<file path="src/rtl/pipelined_adder_if.sv">
// Valid/ready operand and result streams of pipelined_adder; ovf_o exists only with PIPELINED_ADDER_OVF_EN.
// Direction suffixes are from the adder's point of view (slave = adder, master = source/sink).
interface pipelined_adder_if #(
  parameter int WIDTH = 32
);
  logic             valid_i;
  logic             ready_o;
  logic [WIDTH-1:0] a_i;
  logic [WIDTH-1:0] b_i;
  logic             c_i;
  logic             valid_o;
  logic             ready_i;
  logic [WIDTH-1:0] s_o;
  logic             c_o;
`ifdef PIPELINED_ADDER_OVF_EN
  logic             ovf_o;

  modport slave (
    input  valid_i, a_i, b_i, c_i, ready_i,
    output ready_o, valid_o, s_o, c_o, ovf_o
  );

  modport master (
    output valid_i, a_i, b_i, c_i, ready_i,
    input  ready_o, valid_o, s_o, c_o, ovf_o
  );
`else
  modport slave (
    input  valid_i, a_i, b_i, c_i, ready_i,
    output ready_o, valid_o, s_o, c_o
  );

  modport master (
    output valid_i, a_i, b_i, c_i, ready_i,
    input  ready_o, valid_o, s_o, c_o
  );
`endif
endinterface

</file>
<file path="src/rtl/pipelined_adder.sv">
// Chunked carry-ripple adder, one CHUNK-bit add per stage, latency STAGES, one op/cycle; bubbles collapse.
// ready_o is combinational from ready_i through the stage enables; PIPELINED_ADDER_OVF_EN adds registered ovf_o.
module pipelined_adder #(
  parameter int WIDTH  = 32,
  parameter int STAGES = 4
) (
  input  logic             clk_i,
  input  logic             rst_n_i,
  pipelined_adder_if.slave bus
);
  localparam int CHUNK = WIDTH / STAGES;

  if (WIDTH < 1 || STAGES < 1 || (WIDTH % STAGES) != 0) begin : g_param_check
    $error("pipelined_adder: WIDTH must be >= 1 and divisible by STAGES");
  end

  logic [STAGES-1:0] v_q;
  logic [STAGES-1:0] cy_q;
  logic [WIDTH-1:0]  a_q   [STAGES];
  logic [WIDTH-1:0]  b_q   [STAGES];
  logic [WIDTH-1:0]  sum_q [STAGES];

  logic [STAGES-1:0] en;
  logic [STAGES-1:0] v_in;
  logic [STAGES-1:0] c_in;
  logic [STAGES-1:0] cy_d;
  logic [WIDTH-1:0]  a_in  [STAGES];
  logic [WIDTH-1:0]  b_in  [STAGES];
  logic [WIDTH-1:0]  s_in  [STAGES];
  logic [WIDTH-1:0]  sum_d [STAGES];
  logic [CHUNK:0]    part  [STAGES];

  // A stage may advance if any stage from it to the output is empty, or the output drains.
  for (genvar k = 0; k < STAGES; k++) begin : g_en
    assign en[k] = bus.ready_i | ~(&v_q[STAGES-1:k]);
  end

  always_comb begin
    v_in    = '0;
    c_in    = '0;
    cy_d    = '0;
    v_in[0] = bus.valid_i;
    c_in[0] = bus.c_i;
    a_in[0] = bus.a_i;
    b_in[0] = bus.b_i;
    s_in[0] = '0;
    for (int k = 1; k < STAGES; k++) begin
      v_in[k] = v_q[k-1];
      c_in[k] = cy_q[k-1];
      a_in[k] = a_q[k-1];
      b_in[k] = b_q[k-1];
      s_in[k] = sum_q[k-1];
    end
    for (int k = 0; k < STAGES; k++) begin
      part[k]  = {1'b0, a_in[k][k*CHUNK +: CHUNK]}
               + {1'b0, b_in[k][k*CHUNK +: CHUNK]}
               + (CHUNK+1)'(c_in[k]);
      sum_d[k] = s_in[k];
      sum_d[k][k*CHUNK +: CHUNK] = part[k][CHUNK-1:0];
      cy_d[k]  = part[k][CHUNK];
    end
  end

  // Data registers load only with a valid op so the output holds its last result across bubbles.
  always_ff @(posedge clk_i or negedge rst_n_i) begin
    if (!rst_n_i) begin
      v_q  <= '0;
      cy_q <= '0;
      for (int k = 0; k < STAGES; k++) begin
        a_q[k]   <= '0;
        b_q[k]   <= '0;
        sum_q[k] <= '0;
      end
    end else begin
      for (int k = 0; k < STAGES; k++) begin
        if (en[k]) begin
          v_q[k] <= v_in[k];
          if (v_in[k]) begin
            a_q[k]   <= a_in[k];
            b_q[k]   <= b_in[k];
            sum_q[k] <= sum_d[k];
            cy_q[k]  <= cy_d[k];
          end
        end
      end
    end
  end

  assign bus.ready_o = en[0];
  assign bus.valid_o = v_q[STAGES-1];
  assign bus.s_o     = sum_q[STAGES-1];
  assign bus.c_o     = cy_q[STAGES-1];

`ifdef PIPELINED_ADDER_OVF_EN
  logic ovf_d;
  logic ovf_q;

  // Carry into the MSB is recovered as a ^ b ^ sum at that bit.
  always_comb begin
    ovf_d = a_in[STAGES-1][WIDTH-1] ^ b_in[STAGES-1][WIDTH-1]
          ^ sum_d[STAGES-1][WIDTH-1] ^ cy_d[STAGES-1];
  end

  always_ff @(posedge clk_i or negedge rst_n_i) begin
    if (!rst_n_i) begin
      ovf_q <= 1'b0;
    end else if (en[STAGES-1] && v_in[STAGES-1]) begin
      ovf_q <= ovf_d;
    end
  end

  assign bus.ovf_o = ovf_q;
`endif
endmodule

</file>
<file path="src/flat_wrapper.sv">
// flat-port wrapper written by rule: the top's interface ports become plain ports
module pipelined_adder_flat 
#(
  parameter int WIDTH  = 32,
  parameter int STAGES = 4
)
  (clk_i, rst_n_i, bus_valid_i, bus_a_i, bus_b_i, bus_c_i, bus_ready_i, bus_ready_o, bus_valid_o, bus_s_o, bus_c_o);
  pipelined_adder_if #(.WIDTH(WIDTH)) bus_i ();
  input  logic clk_i;
  input  logic rst_n_i;
  input wire logic [$bits(bus_i.valid_i)-1:0] bus_valid_i;
  input wire logic [$bits(bus_i.a_i)-1:0] bus_a_i;
  input wire logic [$bits(bus_i.b_i)-1:0] bus_b_i;
  input wire logic [$bits(bus_i.c_i)-1:0] bus_c_i;
  input wire logic [$bits(bus_i.ready_i)-1:0] bus_ready_i;
  output wire logic [$bits(bus_i.ready_o)-1:0] bus_ready_o;
  output wire logic [$bits(bus_i.valid_o)-1:0] bus_valid_o;
  output wire logic [$bits(bus_i.s_o)-1:0] bus_s_o;
  output wire logic [$bits(bus_i.c_o)-1:0] bus_c_o;
  assign bus_i.valid_i = bus_valid_i;
  assign bus_i.a_i = bus_a_i;
  assign bus_i.b_i = bus_b_i;
  assign bus_i.c_i = bus_c_i;
  assign bus_i.ready_i = bus_ready_i;
  assign bus_ready_o = bus_i.ready_o;
  assign bus_valid_o = bus_i.valid_o;
  assign bus_s_o = bus_i.s_o;
  assign bus_c_o = bus_i.c_o;
  pipelined_adder #(.WIDTH(WIDTH), .STAGES(STAGES)) u_core (.clk_i(clk_i), .rst_n_i(rst_n_i), .bus(bus_i));
endmodule
</file>
<file path="config.mk">
export PLATFORM = sky130hd
export DESIGN_NAME = pipelined_adder_flat
export DESIGN_NICKNAME = d
export VERILOG_FILES = /design/src/rtl/pipelined_adder_if.sv /design/src/rtl/pipelined_adder.sv /design/src/flat_wrapper.sv
export SDC_FILE = /design/constraint.sdc
export NUM_CORES = 1
export LEC_CHECK = 0
export CAP_MARGIN = 5
export CELL_PAD_IN_SITES_DETAIL_PLACEMENT = 2
export CELL_PAD_IN_SITES_GLOBAL_PLACEMENT = 2
export CORE_UTILIZATION = 30
export CTS_BUF_LIST = sky130_fd_sc_hd__clkbuf_4 sky130_fd_sc_hd__clkbuf_8
export CTS_CLUSTER_DIAMETER = 100
export DETAILED_ROUTE_END_ITERATION = 6
export PLACE_DENSITY = 0.63
export SKIP_CTS_REPAIR_TIMING = 1
export SLEW_MARGIN = 40
export SYNTH_ARGS = -nofsm -noshare
export SYNTH_HDL_FRONTEND = slang
export SYNTH_SLANG_ARGS = --single-unit
</file>
<file path="constraint.sdc">
create_clock -name clk_i -period 2.8 [get_ports clk_i]
set_clock_uncertainty 0.15 [all_clocks]
set_input_delay 0.56 -clock clk_i [delete_from_list [all_inputs] [get_ports clk_i]]
set_output_delay 0.56 -clock clk_i [all_outputs]
set_load 0.02 [all_outputs]
</file>
=== After elaboration in Yosys (flattened, before gate mapping) ===
Index checks and enable logic that the tools add are counted.

* Add/subtract/negate cells: 8
* Bitwise gates (word level): 8
* Reduce and logical (&&, ||, !) cells: 7

{| class="wikitable"
|+ Operators with widths
! kind !! number
|-
| 8-bit by 8-bit adder with 9-bit output || 4
|-
| 9-bit by 1-bit adder with 9-bit output || 4
|-
| 2-bit AND reduction || 5
|-
| 1-bit NOT || 4
|-
| 1-bit bitwise OR || 4
|-
| 4-bit AND reduction || 1
|-
| 3-bit AND reduction || 1
|}

* Flip-flop bits (word level): 280
* Input port bits: 69

=== Depth between registers and ports, before layout ===
Gate-level depths: netlist of run 1.

* Depth in word-level cells: 4
* Mapped depth: 8

=== Least setup slack after synthesis of run 1 ===
OpenSTA, ideal clock, no wires.

* Kind: input port to flip-flop
* Start: input port bus_c_i
* End: register u_core.cy_q[0]
* Data arrival time: 2.237 ns
* Slack: 0.290 ns
* Stages: 7
* Path buffers: 0
* Path through: fa_1 -> fa_1 -> a211oi_1 -> o21ai_0 -> and3_1 -> o21ai_0 -> a21oi_1

* Word-level cells in the longest chain between the ends: 1

{| class="wikitable"
|+ Ends and longest elaborated chain
! element !! RTL line !! RTL
|-
| start: declaration || flat_wrapper.sv:14 || <nowiki>input wire logic [$bits(bus_i.c_i)-1:0] bus_c_i;</nowiki>
|-
| 9-bit by 1-bit adder with 9-bit output || pipelined_adder.sv:57 || <nowiki>+ (CHUNK+1)'(c_in[k]);</nowiki>
|-
| end signal: indexed assignment || pipelined_adder.sv:82 || <nowiki>cy_q[k] <= cy_d[k];</nowiki>
|-
| end: declaration || pipelined_adder.sv:18 || <nowiki>logic [STAGES-1:0] cy_q;</nowiki>
|}

Every way passes these cells.
A chain may end at the register's enable or synchronous reset.

=== Worst setup path after layout of run 1 ===
* Start: input port bus_ready_i
* End: output port bus_ready_o

* Word-level cells in the longest chain between the ends: 1

{| class="wikitable"
|+ Ends and longest elaborated chain
! element !! RTL line !! RTL
|-
| start: declaration || flat_wrapper.sv:15 || <nowiki>input wire logic [$bits(bus_i.ready_i)-1:0] bus_ready_i;</nowiki>
|-
| 1-bit bitwise OR || pipelined_adder.sv:35 || <nowiki>assign en[k] = bus.ready_i | ~(&v_q[STAGES-1:k]);</nowiki>
|-
| end: declaration || flat_wrapper.sv:16 || <nowiki>output wire logic [$bits(bus_i.ready_o)-1:0] bus_ready_o;</nowiki>
|}

Every way passes these cells.

==> flow_summary.yaml, run 1 <==
status:
  outcome: "finished with violations"
  violations: "DRC"
final_layout:
  drive_above_1_share: 0.234
  fillers: 2634
  flow.area_growth_from_synthesis_pct: 23.8
  nNetsFinal: 796
  multiInputGateArea_mm2: 0.00326
  final_cells: 1040
  seq_area_mm2: 0.00460
job:
  max_cap_violations: 0
detailed_routing:
  wl_met3_um: 722
  dr.pass1.iters: 7
  drt_iter0_drc: 155
  drtAntennaViolNets: 0
  top_layer: "met5"
  met2RoutedLength_um: 9050
  met1Wirelength_um: 7850
  via_per_inst: 4.76
  wl_per_cell_um: 17.2
  vias: 4948
  wl_um: 17900
  remaining_drc_errors: 8
timing:
  finalMaxSlewViolations: 0
  worstMarginPinSlew_ns: 0.605
  worst_slack_ns: 0.0475
  fmax_mhz: 363
  hold_viol: 0
  setup_viol: 0
  rsz0062_at_grt: "no"
  maxSlewHeadroom: 0.597
  fin_crit_sh: 0.983
  finalCriticalPeriod_ns: 2.75
yosys:
  synth_seq_cells: 184
  yosysSeqAreaShare: 0.572
  synth.distinct_cells: 39
  synth.most_common_cell: "dfrtp_1"
  ys_warn_count: 0
  synth_area_leaders: "dfrtp_1, mux2_2, mux2_1, ha_1, o21ai_0"
  netlist.area_leader.share: 0.572
  synth.largest_area_cell: "dfrtp_1"
  avgSynthCellArea_um2: 14.1
  syn-instance-count: 572
  synth_edf_count: 0
  synth_area_mm2: 0.00804
  synth_fp_nets: 677
  synthTopCellsByCount: "dfrtp_1, mux2_2, mux2_1"
  async_flop_share: 1.00
  ys.flop_type: "dfrtp_1"
global_route:
  grt_pass1_wl_um: 29900
  grt_max_degree: 71
  grt_pass1_vias: 5682
  grt_usage: 0.138
  grt-ovfl-total: 0
  antenna_found_initial: 3
clock_tree:
  cts-root-buf: "clkbuf_8"
  clock_tree.buffer_depth: 2
  cts.sinks: 184
  cts_tree: "built"
  cts_buffers: 17
  cts.reportedPaths.clkPinSlew_ns: 0.10
  cts_max_level: 4
  clkLatencyLatePin_ns: 0.46
place:
  port_buffers: 103
  dpl_worst_slack_ns: -0.370
  place_inst: 1006
  gp_congestion: 0.724
  hpwl_um: 13100
critical_path:
  cp_data_required_time_ns: 2.09
  worstPathCellList: "clkdlybuf4s50_1 -> and3b_4 -> nand3_4 -> clkdlybuf4s50_1"
  r2r_start: "u_core.b_in[72]$_DFFE_PN0P_"
  worst_setup_path_end_kind: "primary output"
  critical_path_class: "in -> out"
  critPathBufInv: 2
  slowest_delay_ns: 0.57
  crit_fanout: 3
  crit_start: "bus_ready_i"
  start_kind: "input pin"
  cp.arrival_ns: 2.04
  crit_family: "buffers and inverters"
  slowest_stage: "clkdlybuf4s50_1"
  crit_top_cell: "clkdlybuf4s50_1"
pwr:
  comb_power_share: 0.362
  p_sw_frac: 0.342
  seq_power_share: 0.446
  peakVddDrop_v: 0.000291
  p_sw_mw: 3.14
  power_per_cell_area_mw_per_mm2: 921
  clkPwrFrac: 0.192
  internal_power_mw: 6.03
  finalPower_mw: 9.17
  leakage_nw: 4.21
floorplan:
  ios: 104
  row_count: 59
  die_area_mm2: 0.0275
  die_w_um: 166
  start_util: 0.307
  die_y_um: 166
  core_mm2: 0.0262
hold_path:
  hold_class: "reg -> reg"
  min-delay-start: "u_core.s_in[71]$_DFFE_PN0P_"
==> worst paths after layout <==
| check | end | slack (ns) | cells after the start |
|---|---|---|---|
| worst min register to register | u_core.s_in[71]$_DFFE_PN0P_ | 0.34 | 2 |
| worst max-delay path | bus_ready_o | 0.05 | 4 |
| max in group asynchronous | u_core.a_in[60]$_DFFE_PN0P_ | 1.26 | 3 |
| worst max register to register | u_core.s_in[46]$_DFFE_PN0P_ | 0.23 | 7 |
| min in group asynchronous | u_core.a_in[83]$_DFFE_PN0P_ | 0.52 | 2 |
| worst min-delay path | u_core.s_in[71]$_DFFE_PN0P_ | 0.34 | 2 |
==> power by group through the flow <==
stage	sequential, mW	clock (mW)	combinational (mW)
2_1_floorplan	4.25	0	1.90
3_3_place_gp	4.10	0	3.22
3_5_place_dp	4.17	0	3.37
4_1_cts	4.12	1.86	3.40
5_1_grt	4.22	1.93	3.67
6_report	4.09	1.76	3.32
==> cells by family after synthesis <==
family | share of synthesized area
DFF | 0.572
muxes | 0.211
AOI/OAI and AO/OA | 0.0706
and+or+nand+nor | 0.0423
adders and majority gates | 0.0635
buffers and inverters | 0.0235
xor gates and xnor gates | 0.0163
==> state kept, by name, indices dropped and copies added, names as in the netlist <==
signal and cells:
u_core.bus.s_o 32, u_core.s_in 48, u_core.a_in 48, u_core.cy_q 4
u_core.b_in 48, u_core.v_q 4
==> cells in the final DEF, fill, tap and decap left out, types with 2 or more instances in the layout <==
cell type	count
a211oi_1	9
dfrtp_1	184
clkinv_4	4
and2_1	2
xnor2_1	3
o21ai_0	36
nand2b_1	9
clkdlybuf4s50_1	102
inv_1	6
mux2_2	104
a21o_1	7
a31oi_1	3
clkbuf_8	18
inv_8	2
mux2_1	47
clkbuf_4	2
buf_4	8
o211ai_1	3
inv_6	3
o31ai_1	7
nor3_1	2
a211o_1	2
ha_1	28
clkinvlp_4	3
nor2_1	13
nand2_4	2
fa_1	8
buf_12	8
or2_2	2
nand2_2	3
nand2_1	27
a21oi_1	20
xor2_1	12
==> through the flow <==
stage	setup TNS (ns)	util	hold WS [ns]	area, um2
after floorplan	0	-	0.114	8040
after global placement	-0.414	0.365	0.314	9560
after detailed placement	-1.04	0.365	0.321	9560
after CTS	0	0.379	-0.0431	9940
after global routing	0	0.380	0.374	9960
final	0	0.380	0.338	9960
==> metal layers <==
metal | track usage | up-vias
li1 | - | 2270
met1 | 0.167 | 2569
met2 | 0.242 | 79
met3 | 0.0319 | 26
met4 | 0.0451 | 4
met5 | 0 | -
==> final cells by class <==
cell class	instances	share of cell area
antenna	1	0.000251
clock buffer	19	0.0250
clock inverter	13	0.0137
inverter	6	0.00226
multi-input combinational	362	0.327
sequential	184	0.462
tap	335	0.0421
timing repair buffer	120	0.127
==> worst min-delay path: cells and delay by family (launching register included) <==
| family | cells | cell delay [ns] |
|---|---|---|
| flops | 1 | 0.35 |
| compound gates | 1 | 0.06 |
| simple gates | 1 | 0.05 |
Power figures use the tool's default switching activity.
==> run 2: changes to the inputs <==
--- a/config.mk
+++ b/config.mk
@@ -12,6 +12,7 @@
 export CTS_BUF_LIST = sky130_fd_sc_hd__clkbuf_4 sky130_fd_sc_hd__clkbuf_8
 export CTS_CLUSTER_DIAMETER = 100
 export DETAILED_ROUTE_END_ITERATION = 6
+export GPL_ROUTABILITY_DRIVEN = 0
 export PLACE_DENSITY = 0.63
 export SKIP_CTS_REPAIR_TIMING = 1
 export SLEW_MARGIN = 40
==> results of run 2 <==
Final layout, timing and power as in run 1 (identical DEF).
==> edit: new RTL, settings of run 2 <==
`STAGES` is set to 4 in 2 places; all go to 8.
--- a/src/rtl/pipelined_adder.sv
+++ b/src/rtl/pipelined_adder.sv
@@ -3,5 +3,5 @@
 module pipelined_adder #(
   parameter int WIDTH  = 32,
-  parameter int STAGES = 4
+  parameter int STAGES = 8
 ) (
   input  logic             clk_i,
--- a/src/flat_wrapper.sv
+++ b/src/flat_wrapper.sv
@@ -3,5 +3,5 @@
 #(
   parameter int WIDTH  = 32,
-  parameter int STAGES = 4
+  parameter int STAGES = 8
 )
   (clk_i, rst_n_i, bus_valid_i, bus_a_i, bus_b_i, bus_c_i, bus_ready_i, bus_ready_o, bus_valid_o, bus_s_o, bus_c_o);
Formal check against the unedited RTL: not equivalent (Yosys sat finds a counterexample within 10 cycles, from zero or initial values and one cycle with rst_n_i low).
==> edit against run 2 <==
- design area up 89%
- sequential power grew 120%
- sequential cell count up 200
- setup slack gained 59 ps
- highest routed layer is now met4
- power up 120%
- worst hold slack worse by 90 ps
- synthesized area is 90% higher
- wire length is 76% higher
==> edit: results (changes against run 2) <==
stage;metric;value;unit;change
run_status;status;complete, no violations;;
synthesis;synthArstFlopShare;100;%;unchanged
synthesis;yosysSeqAreaShare;62.8;%;+5.5 points
worst_setup_path;timing.rr.end;u_core.b_in[207]$_DFFE_PN0P_;;
sta;hold_ws;248;ps;-90.2 ps
synthesis;ys_types;36;;-7.7%
worst_setup_path;reg2reg_slack;730;ps;+500 ps
worst_hold_path;holdCritPathClass;primary input to asynchronous set/reset pin;;
synthesis;synthTopCellsByArea;dfrtp_1 (63%), mux2_2 (25%), fa_1 (2.1%);;
placed_design;dp_worst_setup_slack;-204;ps;+167 ps
synthesis;ys_warn_count;0;;unchanged
placed_design;dp_hpwl;19800;microns;+52%
synthesis;synth_common_cells;dfrtp_1 (384), mux2_2 (334), inv_1 (41), nand2_1 (37), o21ai_0 (37);;
power_and_ir_drop;p_leak;8.16;nW;+94%
cells_and_area;final_nets;1260;;+58%
synthesis;synth.avg_cell_area;15.4;sq um;+9.8%
worst_setup_path;cp_slowest_stage_delay;490;ps;-80 ps
grt;gr-usage-all-layers;12.9;%;-0.89 points
worst_setup_path;cp_slowest_cell;or3_1;;
route;drt-wirelength-per-cell;16.8;microns;-2.1%
grt;grt_max_degree;109;;+54%
clock_network;cts_root_buf;clkbuf_8;;
clock_network;clk_path_buf_depth;3;;+1
worst_setup_path;rr_worst_depth;5;;-2
worst_setup_path;crit_fanout;3;;unchanged
route;dr.first_iter.drc_count;204;;+32%
clock_network;clk_latency;620;ps;+160 ps
power_and_ir_drop;peakVddDrop;333;uV;+15%
placed_design;place.port_buffers;103;;unchanged
sta;worstMarginPinSlew;595;ps;-10.2 ps
grt;grt_pass1_wl;52700;microns;+76%
worst_setup_path;cpLargestDelayFamily;simple AND/OR/NAND/NOR gates;;
clock_network;cts_made_buffers;71;;+54
placed_design;dp_cells;1749;;+74%
cells_and_area;drive_gt1_share;41.0;%;+18 points
route;wl;31500;microns;+76%
worst_setup_path;timing.rr.start;u_core.v_q[7]$_DFFE_PN0N_;;
clock_network;htreeDepth;3;;-1
route;vias;8352;;+69%
worst_setup_path;startpoint;bus_ready_i;;
route;first_pass_iters;4;;-3
synthesis;syn-num-nets;1100;;+62%
clock_network;clk_pin_slew_worst_paths;60;ps;-40 ps
grt;antenna_found_initial;1;;-2
grt;first_global_vias;9663;;+70%
edit: cell types whose count changed after synthesis, sizes merged, moves of 8 or more:
cell and delta:
dfrtp +200, mux2 +189, inv +35, buf +18
nor2 -12, a211oi -8, a21oi -8, fa +8
edit: kinds of logic after synthesis:
| group | after synthesis | synth area share (%) |
|---|---|---|
| DFF | 384 | 62.8 |
| muxes | 340 | 25.0 |
| buffers and inverters | 83 | 2.68 |
| AOI/OAI and AO/OA | 73 | 2.93 |
| and+or+nand+nor | 57 | 1.73 |
| adders and majority gates | 40 | 4.05 |
| xor gates and xnor gates | 14 | 0.801 |
edit: area by class of cell:
cell class / instances / area (sq um)
Timing Repair Buffer: 129 / 1400
Inverter: 41 / 154
Fill cell: 5056 / 31400
Clock buffer: 112 / 1390
Tap cell: 672 / 841
Antenna cell: 1 / 2.50
Clock inverter: 8 / 118
Multi-Input combinational cell: 524 / 5330
Sequential cell: 384 / 9610
edit: how the worst max path moves through the flow:
| stage | endpoint | slack [ps] |
|---|---|---|
| CTS | bus_ready_o | -280 |
| global placement | bus_ready_o | -240 |
| detailed placement | bus_ready_o | -200 |
| finish | bus_ready_o | 110 |
| global route | bus_ready_o | 60 |
| floorplan | u_core.a_in[196]$_DFFE_PN0P_ | 670 |
edit: per-layer routing:
metal / vias up / track usage [%] / wire (microns)
li1: 3759 / - / -
met1: 4399 / 15.5 / 13400
met2: 124 / 22.2 / 16200
met3: 70 / 3.23 / 1100
met4: 0 / 5.10 / 878
met5: - / 0 / 0
edit: metrics by stage:
stage               power (mW)  area, sq um
global placement          14.6        17300
floorplan                 12.8        15300
CTS                       20.9        18800
finish                    20.3        18800
global route              21.9        18800
detailed placement        15.0        17300
edit: power by group:
part | switching [mW] | internal [mW]
clock | 2.27 | 3.39
combinational | 2.53 | 3.27
sequential | 1.16 | 7.72
